## config.mk

```make
export PLATFORM = sky130hd
export DESIGN_NAME = seg7_capture_8
export DESIGN_NICKNAME = d
export VERILOG_FILES = /design/src/rtl/seg7_capture_8.sv
export SDC_FILE = /design/constraint.sdc
export NUM_CORES = 1
export LEC_CHECK = 0
export ABC_CLOCK_PERIOD_IN_PS = 7540
export BUFFER_PORTS_ARGS = -buffer_cell sky130_fd_sc_hd__buf_2
export CAP_MARGIN = 20
export CORE_MARGIN = 4
export CORE_UTILIZATION = 45
export CTS_CLUSTER_SIZE = 28
export DETAILED_ROUTE_END_ITERATION = 7
export SYNTH_ARGS = -nofsm -noshare
export SYNTH_HDL_FRONTEND = slang
export SYNTH_SLANG_ARGS = --single-unit
```

## constraint.sdc

```tcl
create_clock -name iCLK -period 7.54 [get_ports iCLK]
set_clock_uncertainty 0.1 [all_clocks]
set_input_delay 1.508 -clock iCLK [delete_from_list [all_inputs] [get_ports iCLK]]
set_output_delay 1.508 -clock iCLK [all_outputs]
set_load 0.02 [all_outputs]
```

## src/rtl/seg7_capture_8.sv

```systemverilog
// seg7_capture_8: samples a multiplexed, active-low 7-segment display and
// rebuilds the 8-digit hex value that it shows.
// Segment and select lines are synchronized first. A digit is captured
// after its pattern has been stable for STABLE_CNT cycles. A complete frame
// of 8 captured digits updates oDIG/oERR and pulses oVALID.
// A partial frame with no capture for TIMEOUT cycles is dropped and oSTALE is set.
module seg7_capture_8 #(
   parameter int STABLE_CNT = 3,
   parameter int TIMEOUT    = 65535
) (
   input  logic        iCLK,
   input  logic        iRST,
   input  logic [6:0]  iSEG,
   input  logic [7:0]  iDIG_SEL,
   output logic [31:0] oDIG,
   output logic [7:0]  oERR,
   output logic        oVALID,
   output logic        oSTALE
);

   localparam logic [3:0]  STB_CNT = 4'(STABLE_CNT);
   localparam logic [15:0] TO_CNT  = 16'(TIMEOUT);

   // Returns {err, nibble}. A pattern that is not a hex glyph gives nibble 0 with err set.
   function automatic logic [4:0] decode(input logic [6:0] pat);
      logic [4:0] r;
      case (pat)
         7'h40:   r = 5'h00;
         7'h79:   r = 5'h01;
         7'h24:   r = 5'h02;
         7'h30:   r = 5'h03;
         7'h19:   r = 5'h04;
         7'h12:   r = 5'h05;
         7'h02:   r = 5'h06;
         7'h78:   r = 5'h07;
         7'h00:   r = 5'h08;
         7'h18:   r = 5'h09;
         7'h08:   r = 5'h0A;
         7'h03:   r = 5'h0B;
         7'h46:   r = 5'h0C;
         7'h21:   r = 5'h0D;
         7'h06:   r = 5'h0E;
         7'h0E:   r = 5'h0F;
         default: r = 5'h10;
      endcase
      return r;
   endfunction

   logic [6:0]  seg_s1_q, seg_s2_q;
   logic [7:0]  sel_s1_q, sel_s2_q;
   logic [14:0] prev_q,  prev_d;
   logic [3:0]  cnt_q,   cnt_d;
   logic        done_q,  done_d;
   logic [31:0] shd_nib_q, shd_nib_d;
   logic [7:0]  shd_err_q, shd_err_d;
   logic [7:0]  mask_q,  mask_d;
   logic [15:0] idle_q,  idle_d;
   logic [31:0] dig_q,   dig_d;
   logic [7:0]  err_q,   err_d;
   logic        valid_q, valid_d;
   logic        stale_q, stale_d;

   logic [14:0] cur;
   logic        chg;
   logic        reach;
   logic        sel_onehot;
   logic        cap;
   logic [4:0]  dec;
   logic [7:0]  mask_new;

   // Two-flop synchronizers for the asynchronous display lines.
   always_ff @(posedge iCLK or posedge iRST) begin
      if (iRST) begin
         seg_s1_q <= '0;
         seg_s2_q <= '0;
         sel_s1_q <= '0;
         sel_s2_q <= '0;
      end else begin
         seg_s1_q <= iSEG;
         seg_s2_q <= seg_s1_q;
         sel_s1_q <= iDIG_SEL;
         sel_s2_q <= sel_s1_q;
      end
   end

   // Stability run tracking. done marks that this run already hit STABLE_CNT,
   // so a run captures at most once, even when STABLE_CNT equals the saturation value.
   always_comb begin
      cur        = {sel_s2_q, seg_s2_q};
      chg        = (cur != prev_q);
      prev_d     = cur;
      cnt_d      = chg ? 4'd1 : ((cnt_q == 4'hF) ? cnt_q : cnt_q + 4'd1);
      reach      = (cnt_d == STB_CNT) && (chg || !done_q);
      done_d     = chg ? reach : (done_q | reach);
      sel_onehot = (sel_s2_q != 8'd0) && ((sel_s2_q & (sel_s2_q - 8'd1)) == 8'd0);
      cap        = reach && sel_onehot;
      dec        = decode(seg_s2_q);
   end

   // Shadow frame, capture mask, idle timer and output registers.
   // A capture outranks a timeout on the same edge.
   always_comb begin
      shd_nib_d = shd_nib_q;
      shd_err_d = shd_err_q;
      mask_d    = mask_q;
      idle_d    = idle_q;
      dig_d     = dig_q;
      err_d     = err_q;
      valid_d   = 1'b0;
      stale_d   = stale_q;
      mask_new  = mask_q | sel_s2_q;
      if (cap) begin
         for (int k = 0; k < 8; k++) begin
            if (sel_s2_q[k]) begin
               shd_nib_d[4*k +: 4] = dec[3:0];
               shd_err_d[k]        = dec[4];
            end
         end
         idle_d = '0;
         if (mask_new == 8'hFF) begin
            dig_d   = shd_nib_d;
            err_d   = shd_err_d;
            valid_d = 1'b1;
            stale_d = 1'b0;
            mask_d  = '0;
         end else begin
            mask_d = mask_new;
         end
      end else if (idle_q != TO_CNT) begin
         idle_d = idle_q + 16'd1;
         if (idle_d == TO_CNT) begin
            mask_d  = '0;
            stale_d = 1'b1;
         end
      end
   end

   // State registers.
   always_ff @(posedge iCLK or posedge iRST) begin
      if (iRST) begin
         prev_q    <= '0;
         cnt_q     <= '0;
         done_q    <= 1'b0;
         shd_nib_q <= '0;
         shd_err_q <= '0;
         mask_q    <= '0;
         idle_q    <= '0;
         dig_q     <= '0;
         err_q     <= '0;
         valid_q   <= 1'b0;
         stale_q   <= 1'b0;
      end else begin
         prev_q    <= prev_d;
         cnt_q     <= cnt_d;
         done_q    <= done_d;
         shd_nib_q <= shd_nib_d;
         shd_err_q <= shd_err_d;
         mask_q    <= mask_d;
         idle_q    <= idle_d;
         dig_q     <= dig_d;
         err_q     <= err_d;
         valid_q   <= valid_d;
         stale_q   <= stale_d;
      end
   end

   assign oDIG   = dig_q;
   assign oERR   = err_q;
   assign oVALID = valid_q;
   assign oSTALE = stale_q;

endmodule

```

== After elaboration in Yosys (flattened, before gate mapping) ==
Index checks and enable logic that the tools add are counted.

* Bitwise operators: 3
* Muxes and demuxes: 32
* Add/sub/neg operators: 3
* Eq/ne operators: 22
* Reduce and logical (&&, ||, !) cells: 13

{| class="wikitable"
|+ Operators with widths
! cell !! number
|-
| $pmux 5 s16 || 1
|-
| $mux 4 || 10
|-
| $mux 16 || 2
|-
| $mux 8 || 4
|-
| $eq 7x7->1 const B || 4
|-
| $eq 7x5->1 const B || 3
|-
| $eq 7x6->1 const B || 3
|-
| $add 16x1->16 const B || 1
|-
| $eq 16x16->1 const B || 1
|-
| $ne 16x16->1 const B || 1
|-
| $mux 1 || 15
|-
| $ne 15x15->1 || 1
|-
| $eq 7x2->1 const B || 2
|-
| $eq 7x4->1 const B || 2
|-
| $and 8x8->8 || 1
|-
| $eq 8x8->1 const B || 1
|-
| $logic_not 8->1 || 1
|-
| $or 8x8->8 || 1
|-
| $reduce_bool 8->1 || 1
|-
| $sub 8x1->8 const B || 1
|-
| $eq 7x3->1 const B || 1
|-
| $logic_not 7->1 || 1
|-
| $add 4x1->4 const B || 1
|-
| $eq 4x2->1 const B || 1
|-
| 9 further kinds || 13
|}

* Input port bits: 17
* Output and inout port bits: 42
* Bits in registers: 156

== Longest topological paths before layout ==
Gate-level depths: netlist of the first run.

* Word-level depth: 8
* Depth in mapped cells: 10
* Mapped depth without buffers: 7

== Least setup slack after synthesis of the first run ==
OpenSTA, ideal clock, no wires.

* Path kind: flip-flop to flip-flop
* From: reg cnt_q[0]
* To: reg dig_q[10] (netlist: oDIG[10])
* Buffers on the path: 3
* Data arrival time: 2.538 ns
* Cell stages (with the launch flop): 11
* Slack: 4.777 ns
* Data required time: 7.315 ns
* Library setup time: 0.125 ns
* Path through: dfrtp_1 ha_1 or3b_2 nor4b_1 o311a_1 and3_1 buf_2 nor2b_4 buf_6 buf_6 mux2_4

* Word-level cells in the longest chain between the ends: 7
* Elaborated cells between the ends (all ways): 8

{| class="wikitable"
|+ RTL lines
! item !! line !! text
|-
| start, declared || 52 || <nowiki>logic [3:0] cnt_q, cnt_d;</nowiki>
|-
| start signal, assigned || 154 || <nowiki>cnt_q <= cnt_d;</nowiki>
|-
| $add 4x1->4 or $eq 4x4->1 (tied branches) || 92 || <nowiki>cnt_d = chg ? 4'd1 : ((cnt_q == 4'hF) ? cnt_q : cnt_q + 4'd1);</nowiki>
|-
| $mux 4 * (2 in a row) || 92 ||
|-
| $eq 4x2->1 * || 93 || <nowiki>reach = (cnt_d == STB_CNT) && (chg || !done_q);</nowiki>
|-
| $logic_and 1x1->1 * || 93 ||
|-
| $logic_and 1x1->1 * || 96 || <nowiki>cap = reach && sel_onehot;</nowiki>
|-
| $reduce_and 2->1 (no line) * || n/a ||
|-
| end signal, assigned || 160 || <nowiki>dig_q <= dig_d;</nowiki>
|-
| end, declared || 58 || <nowiki>logic [31:0] dig_q, dig_d;</nowiki>
|}

Mark *: on every way between the ends. The rest lies on a longest branch, timed or not.
A chain may end at the register's enable or synchronous reset.

== Worst setup path after layout of the first run ==
* From: reg sel_s2_q[2]
* To: reg err_q[0] (netlist: oERR[0])

* Word-level cells in the longest chain between the ends: 6
* Elaborated cells between the ends (all ways): 14

{| class="wikitable"
|+ RTL lines
! item !! line !! text
|-
| start, declared || 50 || <nowiki>logic [7:0] sel_s1_q, sel_s2_q;</nowiki>
|-
| start signal, assigned || 82 || <nowiki>sel_s2_q <= sel_s1_q;</nowiki>
|-
| $sub 8x1->8 or $ne 15x15->1 (tied branches) || 95, 90 ||
|-
| $and 8x8->8 or $mux 4 (tied branches) || 95, 92 ||
|-
| $logic_not 8->1 or $eq 4x2->1 (tied branches) || 95, 93 ||
|-
| $logic_and 1x1->1, on equally long branches || 95, 93 ||
|-
| $logic_and 1x1->1 || 96 ||
|-
| $reduce_and 2->1 (no line) * || n/a ||
|-
| end signal, assigned || 161 || <nowiki>err_q <= err_d;</nowiki>
|-
| end, declared || 59 || <nowiki>logic [7:0] err_q, err_d;</nowiki>
|}

Marked as above.

==> qor.yml, run 1 <==
dr_total_vias: 4585
fin_crit_sh: 0.500
hold_end: "seg_s2_q[2]"
dr.pass1.iters: 4
cts_setup_buffers: 0
io_pins: 59
antenna_found_initial: 0
vias_per_cell: 5.36
met3_usage: 0.0385
slowest_delay_ns: 0.63
clock-sinks: 156
synth-compound-area-share: 0.0910
drc: 0
synthArstFlopShare: 1.00
core_sq_um: 15300
grt.total_usage: 0.170
cts_hold_buf: 0
synth_edf_count: 0
setup_slack_ns: 3.77
power.internal_mw: 1.51
use_met2: 0.259
synth_area_leader_cell: "dfrtp_1"
crit_chain: "or4_4, nor4b_1, o311a_1, and3_1, buf_4, nor2b_4, buf_4, mux2_2"
synth_top_family_by_area: "multiplexers"
synth_fp_nets: 610
crit_slowest_cell: "or4_4"
numCtsBuffers: 17
die_h_um: 133
clockRootBuffer: "clkbuf_16"
synthTopCellsByArea: "dfrtp_1 (55%), mux2_2 (8.1%), mux2_4 (8.1%)"
synth_sequential_area_ratio: 0.552
whs_path_depth: 0
synth-simple-area-share: 0.115
avgRoutedWirePerCell_um: 17.0
start_util: 0.461
path_common_cell: "buf_4"
grt_pass1_wl_mm: 24.1
pwr-share-comb: 0.035
worstReg2RegStart: "sel_s2_q[2]"
cts_buffer_depth: 2
max-cap-violations: 0
slew_headroom: 0.366
fillCellCount: 1348
avgSynthCellArea_sq_um: 12.0
r2r_cells: 8
final_util: 0.531
critical_path.max_fanout: 42
critPathArrivalTime_ns: 3.97
synthToLayoutAreaGrowth_pct: 15.1
synth-seq-cells: 156
p_switching_uw: 393
share_seq_of_total_power: 0.460
gr-usage-met1: 0.242
synth-main-ff-cell: "dfrtp_1"
overflow: 0
rr_endpoint: "oERR[0]"
synthesis.area_sq_um: 7070
cp-end-kind: "flip-flop"
path_clk_slew_ns: 0.06
htree_levels: 4
rows: 45
drtIter0Drc: 303
busiest_layer: "met2"
fin_total_pwr_mw: 1.90
swShare: 0.207
clock_power_share: 0.506
path_buf_inv: 2
cp.required_ns: 7.73
place_ws_ns: 3.77
hold_viol: 0
p_leak_nw: 3.79
tightest_slew_ns: 0.946
gp_congestion: 0.853
start_kind: "flip-flop"
startpoint: "sel_s2_q[2]"
finalSetupViolCount: 0
ir_drop_v: 0.000175
cts_tree: "built"
hpwlAfterDp_mm: 9.53
r2r_setup_slack_ns: 3.77
grt_pass1_vias: 4526
synth-adder-area-share: 0.00673
rsz0062_at_grt: "no"
syn_inst: 590
outcome: "finished, final reports clean"
synth.area.mux_share: 0.163
antenna_left: 0
finalCriticalPeriod_ns: 3.77
worstSetupPathType: "reg2reg"
synth_cell_types: 56
min_from: "seg_s1_q[2]"
yosys_warnings: 0
synth_xor_area_frac: 0.0384
grt_max_degree: 87
cts_repair_resize_count: 0
drive_gt1_frac: 0.297
portBuffers: 58
clk_latency_ns: 0.42
fin_nets: 651
hold_class: "reg2reg"
critPathTopFamily: "simple AND/OR/NAND/NOR gates"
powerDensity_nw_per_um2: 233
synth_top_area_frac: 0.552
die_area_sq_um: 17800
antenna_cells: 0
routed_wl_mm: 14.5
tns_ns: 0
mostFrequentLayoutCells: "dfrtp_1 (156), buf_2 (58), mux2_2 (51), nor2_1 (49), a21oi_1 (48)"
fmax_ghz: 0.265
final_common_cell: "dfrtp_1"
drv_slew: 0
die_x_um: 133
worst register-to-register path, delay by kind of cell, from the launching register on:
family / cells / cell delay (ns)
AOI/OAI and AO/OA: 1 / 0.20
buffers and inverters: 2 / 0.94
DFF: 1 / 0.57
muxes: 1 / 0.47
and+or+nand+nor: 4 / 1.38
cell usage after synthesis (all sizes together) (3+ instances only):
master	number
and3	5
nor4	7
o21ai	15
ha	3
o22ai	8
nor3	10
mux2	89
a211oi	4
xnor2	19
a21oi	48
nor2	49
nand2b	11
dfrtp	156
a31oi	6
buf	17
nor4b	4
inv	7
xor2	12
nand4	7
nand3	11
nor2b	7
clkbuf	24
o211ai	9
and4b	3
nand2	27
worst max-delay path by stage:
stage          endpoint  depth (start not counted)
3_3_place_gp    oERR[0]                          9
5_1_grt         oERR[0]                          8
3_5_place_dp    oERR[0]                          8
2_1_floorplan  cnt_q[0]                          1
6_report        oERR[0]                          8
4_1_cts         oERR[0]                          8
layout make-up:
type | count | area, sq um | share of cell area
flip-flops and latches | 156 | 3900 | 0.480
multi-input cells | 386 | 2940 | 0.362
clock buffers | 21 | 450 | 0.0554
repair buffers | 63 | 328 | 0.0403
well taps | 211 | 264 | 0.0325
clock inverters | 11 | 213 | 0.0262
inverters | 7 | 31.3 | 0.00385
power groups by stage:
stage          Sequential [mW]  Clock, mW  Combinational, mW
4_1_cts                  0.872      0.983             0.0681
5_1_grt                  0.875       1.02             0.0753
6_report                 0.872      0.960             0.0660
3_3_place_gp             0.887          0             0.0668
2_1_floorplan            0.869          0             0.0613
3_5_place_dp             0.887          0             0.0674
cells by family after synthesis:
family / after synthesis
xor gates and xnor gates: 31
and+or+nand+nor: 155
AOI/OAI and AO/OA: 106
DFF: 156
muxes: 90
buffers and inverters: 48
adders and majority gates: 4
flip-flops by register name (all words and copies together), names as in the netlist:
| register | count |
|---|---|
| cnt_q | 4 |
| done_q | 1 |
| idle_q | 16 |
| mask_q | 8 |
| oDIG | 32 |
| oERR | 8 |
| oSTALE | 1 |
| oVALID | 1 |
| prev_q | 15 |
| seg_s1_q | 7 |
| seg_s2_q | 7 |
| sel_s1_q | 8 |
| sel_s2_q | 8 |
| shd_err_q | 8 |
| shd_nib_q | 32 |
metrics by stage:
step	area (sq um)	hold slack, ns	cells
2_1_floorplan	7070	0.231	590
3_3_place_gp	7470	0.233	823
3_5_place_dp	7470	0.235	823
4_1_cts	8130	0.247	855
5_1_grt	8130	0.253	855
6_report	8130	0.244	855
metal layers:
metal / vias up / wire [um]
li1: 2195 / -
met1: 2279 / 6690
met2: 103 / 7100
met3: 8 / 589
met4: 0 / 129
met5: - / 0
Power figures use the tool's default switching activity.
==> run 2: changes to the inputs <==
- ABC_CLOCK_PERIOD_IN_PS: 7540 -> 3400
- PLACE_DENSITY: unset -> 0.65
- clock period: 7.54 -> 3.4 ns (I/O delays scaled with it)
==> run 2 against run 1 <==
  * Combinational power rose to 2.6 times the previous value
  * Clock power rose by 75%
  * Sequential power rose by 120%
  * First-iteration DRC count rose by 2.0%
  * Critical path depth did not move
  * Fmax rose by 23%
  * Critical endpoint unchanged
  * Largest cell class unchanged
  * Highest routed layer unchanged
==> qor.yml, run 2 (synthesized netlist as in run 1, its figures left out) <==
outcome: "finished, final reports clean"
fin_total_pwr_mw: 3.77
antenna_found_initial: 0
clk_latency_ns: 0.42
whs_path_depth: 0
fmax_ghz: 0.326
io_pins: 59
cts_hold_buf: 0
vias_per_cell: 5.35
min_from: "sel_s1_q[4]"
cts_setup_buffers: 0
rows: 45
gp_congestion: 0.857
die_h_um: 133
routed_wl_mm: 14.1
drc: 0
cts_repair_resize_count: 0
finalCriticalPeriod_ns: 3.07
drtIter0Drc: 309
cp-end-kind: "flip-flop"
finalSetupViolCount: 0
rsz0062_at_grt: "no"
avgRoutedWirePerCell_um: 16.2
antenna_left: 0
ir_drop_v: 0.000376
r2r_setup_slack_ns: 0.33
powerDensity_nw_per_um2: 464
max-cap-violations: 0
dr.pass1.iters: 4
start_util: 0.461
portBuffers: 58
antenna_cells: 0
start_kind: "flip-flop"
hold_class: "reg2reg"
hold_viol: 0
p_leak_nw: 3.80
drive_gt1_frac: 0.311
grt_pass1_vias: 4659
clock-sinks: 156
fin_nets: 666
path_clk_slew_ns: 0.06
drv_slew: 0
clockRootBuffer: "clkbuf_16"
grt_max_degree: 74
grt.total_usage: 0.168
tns_ns: 0
worstReg2RegStart: "cnt_q[0]"
slew_headroom: 0.415
synthToLayoutAreaGrowth_pct: 15.2
tightest_slew_ns: 0.874
die_area_sq_um: 17800
numCtsBuffers: 17
core_sq_um: 15300
htree_levels: 4
final_common_cell: "dfrtp_1"
cts_tree: "built"
critical_path.max_fanout: 20
hpwlAfterDp_mm: 9.60
worstSetupPathType: "reg2reg"
mostFrequentLayoutCells: "dfrtp_1 (156), buf_2 (58), mux2_2 (51), nor2_1 (49), a21oi_1 (48)"
fin_crit_sh: 0.903
cp.required_ns: 3.61
r2r_cells: 8
grt_pass1_wl_mm: 24.0
overflow: 0
cts_buffer_depth: 2
dr_total_vias: 4652
startpoint: "cnt_q[0]"
critPathArrivalTime_ns: 3.28
die_x_um: 133
## run 2: critical path: stages, from the launching register on
cell and delay [ns]:
dfrtp_1 0.43, ha_1 0.31, or3b_2 0.46, nor4b_1 0.31
o311a_1 0.22, and3_1 0.20, nor2b_4 0.19, buf_4 0.35
mux2_2 0.38
## run 2: routing by layer
layer  GRT usage  wire [um]  vias up
li1            -          -     2220
met1       0.236       6720     2315
met2       0.261       6660      106
met3      0.0457        614       11
met4      0.0400        109        0
met5           0          0        -
## run 2: path summary, 6_finish.rpt
check,to
setup / recovery,oERR[0]
hold / removal,sel_s2_q[4]
setup reg to reg,oERR[0]
hold reg to reg,sel_s2_q[4]
max in group asynchronous,idle_q[10]
min in group asynchronous,prev_q[1]
## run 2: report_power, final
group	switching [mW]	leakage, nW	internal (mW)
sequential	0.0327	2.06	1.88
clock	0.745	0.263	0.938
combinational	0.107	1.48	0.0668
## run 2: area by class of cell
type                       instances  area, sq um
clock buffer                      20          437
clock inverter                    12         90.1
inverter                           7         30.0
multi-input combinational        386         2940
tap                              211          264
fill                            1331         7180
sequential                       156         3900
timing repair buffer              78          478
## run 2: through the flow
step	hold slack [ns]	std cells	worst slack, ns	utilization	cell area [sq um]
floorplan	0.231	590	0.637	-	7070
global placement	0.234	838	0.398	0.497	7610
detailed placement	0.236	838	0.346	0.497	7610
CTS	0.246	870	0.328	0.531	8140
global route	0.238	870	0.200	0.531	8140
finish	0.243	870	0.331	0.531	8140
==> run 3: changes to the inputs <==
- GPL_TIMING_DRIVEN: unset -> 0
==> run 3 against run 2 <==
  * Worst hold slack worse by 0.025 ns
  * First-iteration DRC count up 6.1%
  * Via count up 4.6%
  * Cell area up 2.2%
  * Routed wire length up 5.3%
  * Global-route usage up 0.65 points
  * Critical path type unchanged
==> qor.yml, run 3 (synthesized netlist as in run 1, its figures left out) <==
critPathArrivalTime_ns: 3.27
share_seq_of_total_power: 0.477
grt_pass1_vias: 4860
hold_class: "in2async"
overflow: 0
mostFrequentLayoutCells: "dfrtp_1 (156), buf_2 (66), mux2_2 (51), nor2_1 (49), a21oi_1 (48)"
core_sq_um: 15300
p_switching_uw: 898
drive_gt1_frac: 0.299
drtIter0Drc: 328
finalCriticalPeriod_ns: 3.11
hold_viol: 0
cts_buffer_depth: 2
finalSetupViolCount: 0
clock_power_share: 0.473
tightest_slew_ns: 0.848
htree_levels: 4
worstSetupPathType: "reg2reg"
routed_wl_mm: 14.9
dp.cells: 864
p_leak_nw: 3.86
dr.pass1.iters: 5
max-cap-violations: 0
dr_total_vias: 4868
final_cells: 897
rows: 45
clock-sinks: 156
grt.total_usage: 0.174
gp_congestion: 0.914
die_area_sq_um: 17800
start_util: 0.461
outcome: "finished, final reports clean"
cp.required_ns: 3.57
cts_setup_buffers: 0
cp-end-kind: "flip-flop"
vias_per_cell: 5.43
drc: 0
path_clk_slew_ns: 0.06
rsz0062_at_grt: "no"
antenna_found_initial: 0
slew_headroom: 0.432
drv_slew: 0
start_kind: "flip-flop"
synthToLayoutAreaGrowth_pct: 17.7
io_pins: 59
antenna_left: 0
tns_ns: 0
avgRoutedWirePerCell_um: 16.6
fin_crit_sh: 0.913
clk_latency_ns: 0.42
grt_max_degree: 40
ir_drop_v: 0.000603
cts_hold_buf: 0
die_x_um: 133
numCtsBuffers: 17
cts_tree: "built"
final_common_cell: "dfrtp_1"
pwr-share-comb: 0.051
hpwlAfterDp_mm: 10.6
critical_path.max_fanout: 8
swShare: 0.226
die_h_um: 133
grt_pass1_wl_mm: 24.8
antenna_cells: 0
powerDensity_nw_per_um2: 479
fmax_ghz: 0.322
power.internal_mw: 3.08
cts_repair_resize_count: 0
fin_nets: 693
clockRootBuffer: "clkbuf_16"
portBuffers: 58
==> run 3: cell count changes in the layout (fill, tap and decap cells not counted), moves of 2 or more <==
| cell | previous run | this run |
|---|---|---|
| clkbuf_1 | 3 | 26 |
| buf_4 | 17 | 0 |
| buf_2 | 58 | 66 |
| buf_6 | 0 | 6 |
| buf_1 | 0 | 4 |
| clkinv_2 | 4 | 0 |
| clkinvlp_4 | 1 | 4 |
| bufinv_16 | 0 | 2 |
| clkbuf_8 | 0 | 2 |
==> run 3: final timing paths <==
| kind | cells past startpoint | slack (ns) | from | endpoint |
|---|---|---|---|---|
| worst max-delay path | 6 | 0.29 | idle_q[4] | mask_q[4] |
| worst min-delay path | 2 | 0.22 | iRST | cnt_q[1] |
| max in group asynchronous | 5 | 1.92 | iRST | oDIG[18] |
| min in group iCLK | 0 | 0.24 | sel_s1_q[1] | sel_s2_q[1] |
| worst min register to register | 0 | 0.24 | sel_s1_q[1] | sel_s2_q[1] |
| worst max register to register | 6 | 0.29 | idle_q[4] | mask_q[4] |
==> run 3: stage by stage <==
stage | power (mW) | util | worst slack, ns | hold WS (ns) | instance area (sq um)
6_report | 3.98 | 0.543 | 0.295 | 0.218 | 8320
5_1_grt | 4.14 | 0.543 | 0.0627 | 0.238 | 8320
4_1_cts | 4.02 | 0.543 | 0.154 | 0.219 | 8310
3_5_place_dp | 2.13 | 0.504 | 0.192 | 0.236 | 7720
3_3_place_gp | 2.12 | 0.498 | -0.205 | 0.231 | 7620
2_1_floorplan | 2.06 | - | 0.637 | 0.231 | 7070
==> run 3: worst max-delay path, cell delays in order, from the launching register on <==
cell     delay, ns
dfrtp_1       0.43
nand4_1       0.26
nor3_1        0.49
mux2_2        0.39
or4b_2        0.69
nor2_1        0.40
o21ai_0       0.19
==> run 3: layout make-up <==
| class | instances | area (sq um) |
|---|---|---|
| buffer | 41 | 208 |
| clock buffer | 21 | 460 |
| clock inverter | 11 | 135 |
| fill | 1314 | 7000 |
| inverter | 7 | 30.0 |
| multi-input combinational | 386 | 2940 |
| sequential | 156 | 3900 |
| tap | 211 | 264 |
| timing repair buffer | 64 | 380 |
==> run 3: metal layers <==
layer / up-vias / share of wire / track usage
met5: - / 0 / 0
met4: 0 / 0.0083 / 0.0497
met3: 11 / 0.048 / 0.0446
met2: 141 / 0.48 / 0.274
met1: 2442 / 0.46 / 0.242
li1: 2274 / - / -
==> run 3: power by group through the flow <==
stage | Combinational [mW] | Sequential (mW) | Clock (mW)
finish | 0.201 | 1.90 | 1.88
global route | 0.227 | 1.90 | 2.01
detailed placement | 0.202 | 1.93 | 0
CTS | 0.204 | 1.90 | 1.92
floorplan | 0.136 | 1.93 | 0
global placement | 0.185 | 1.93 | 0
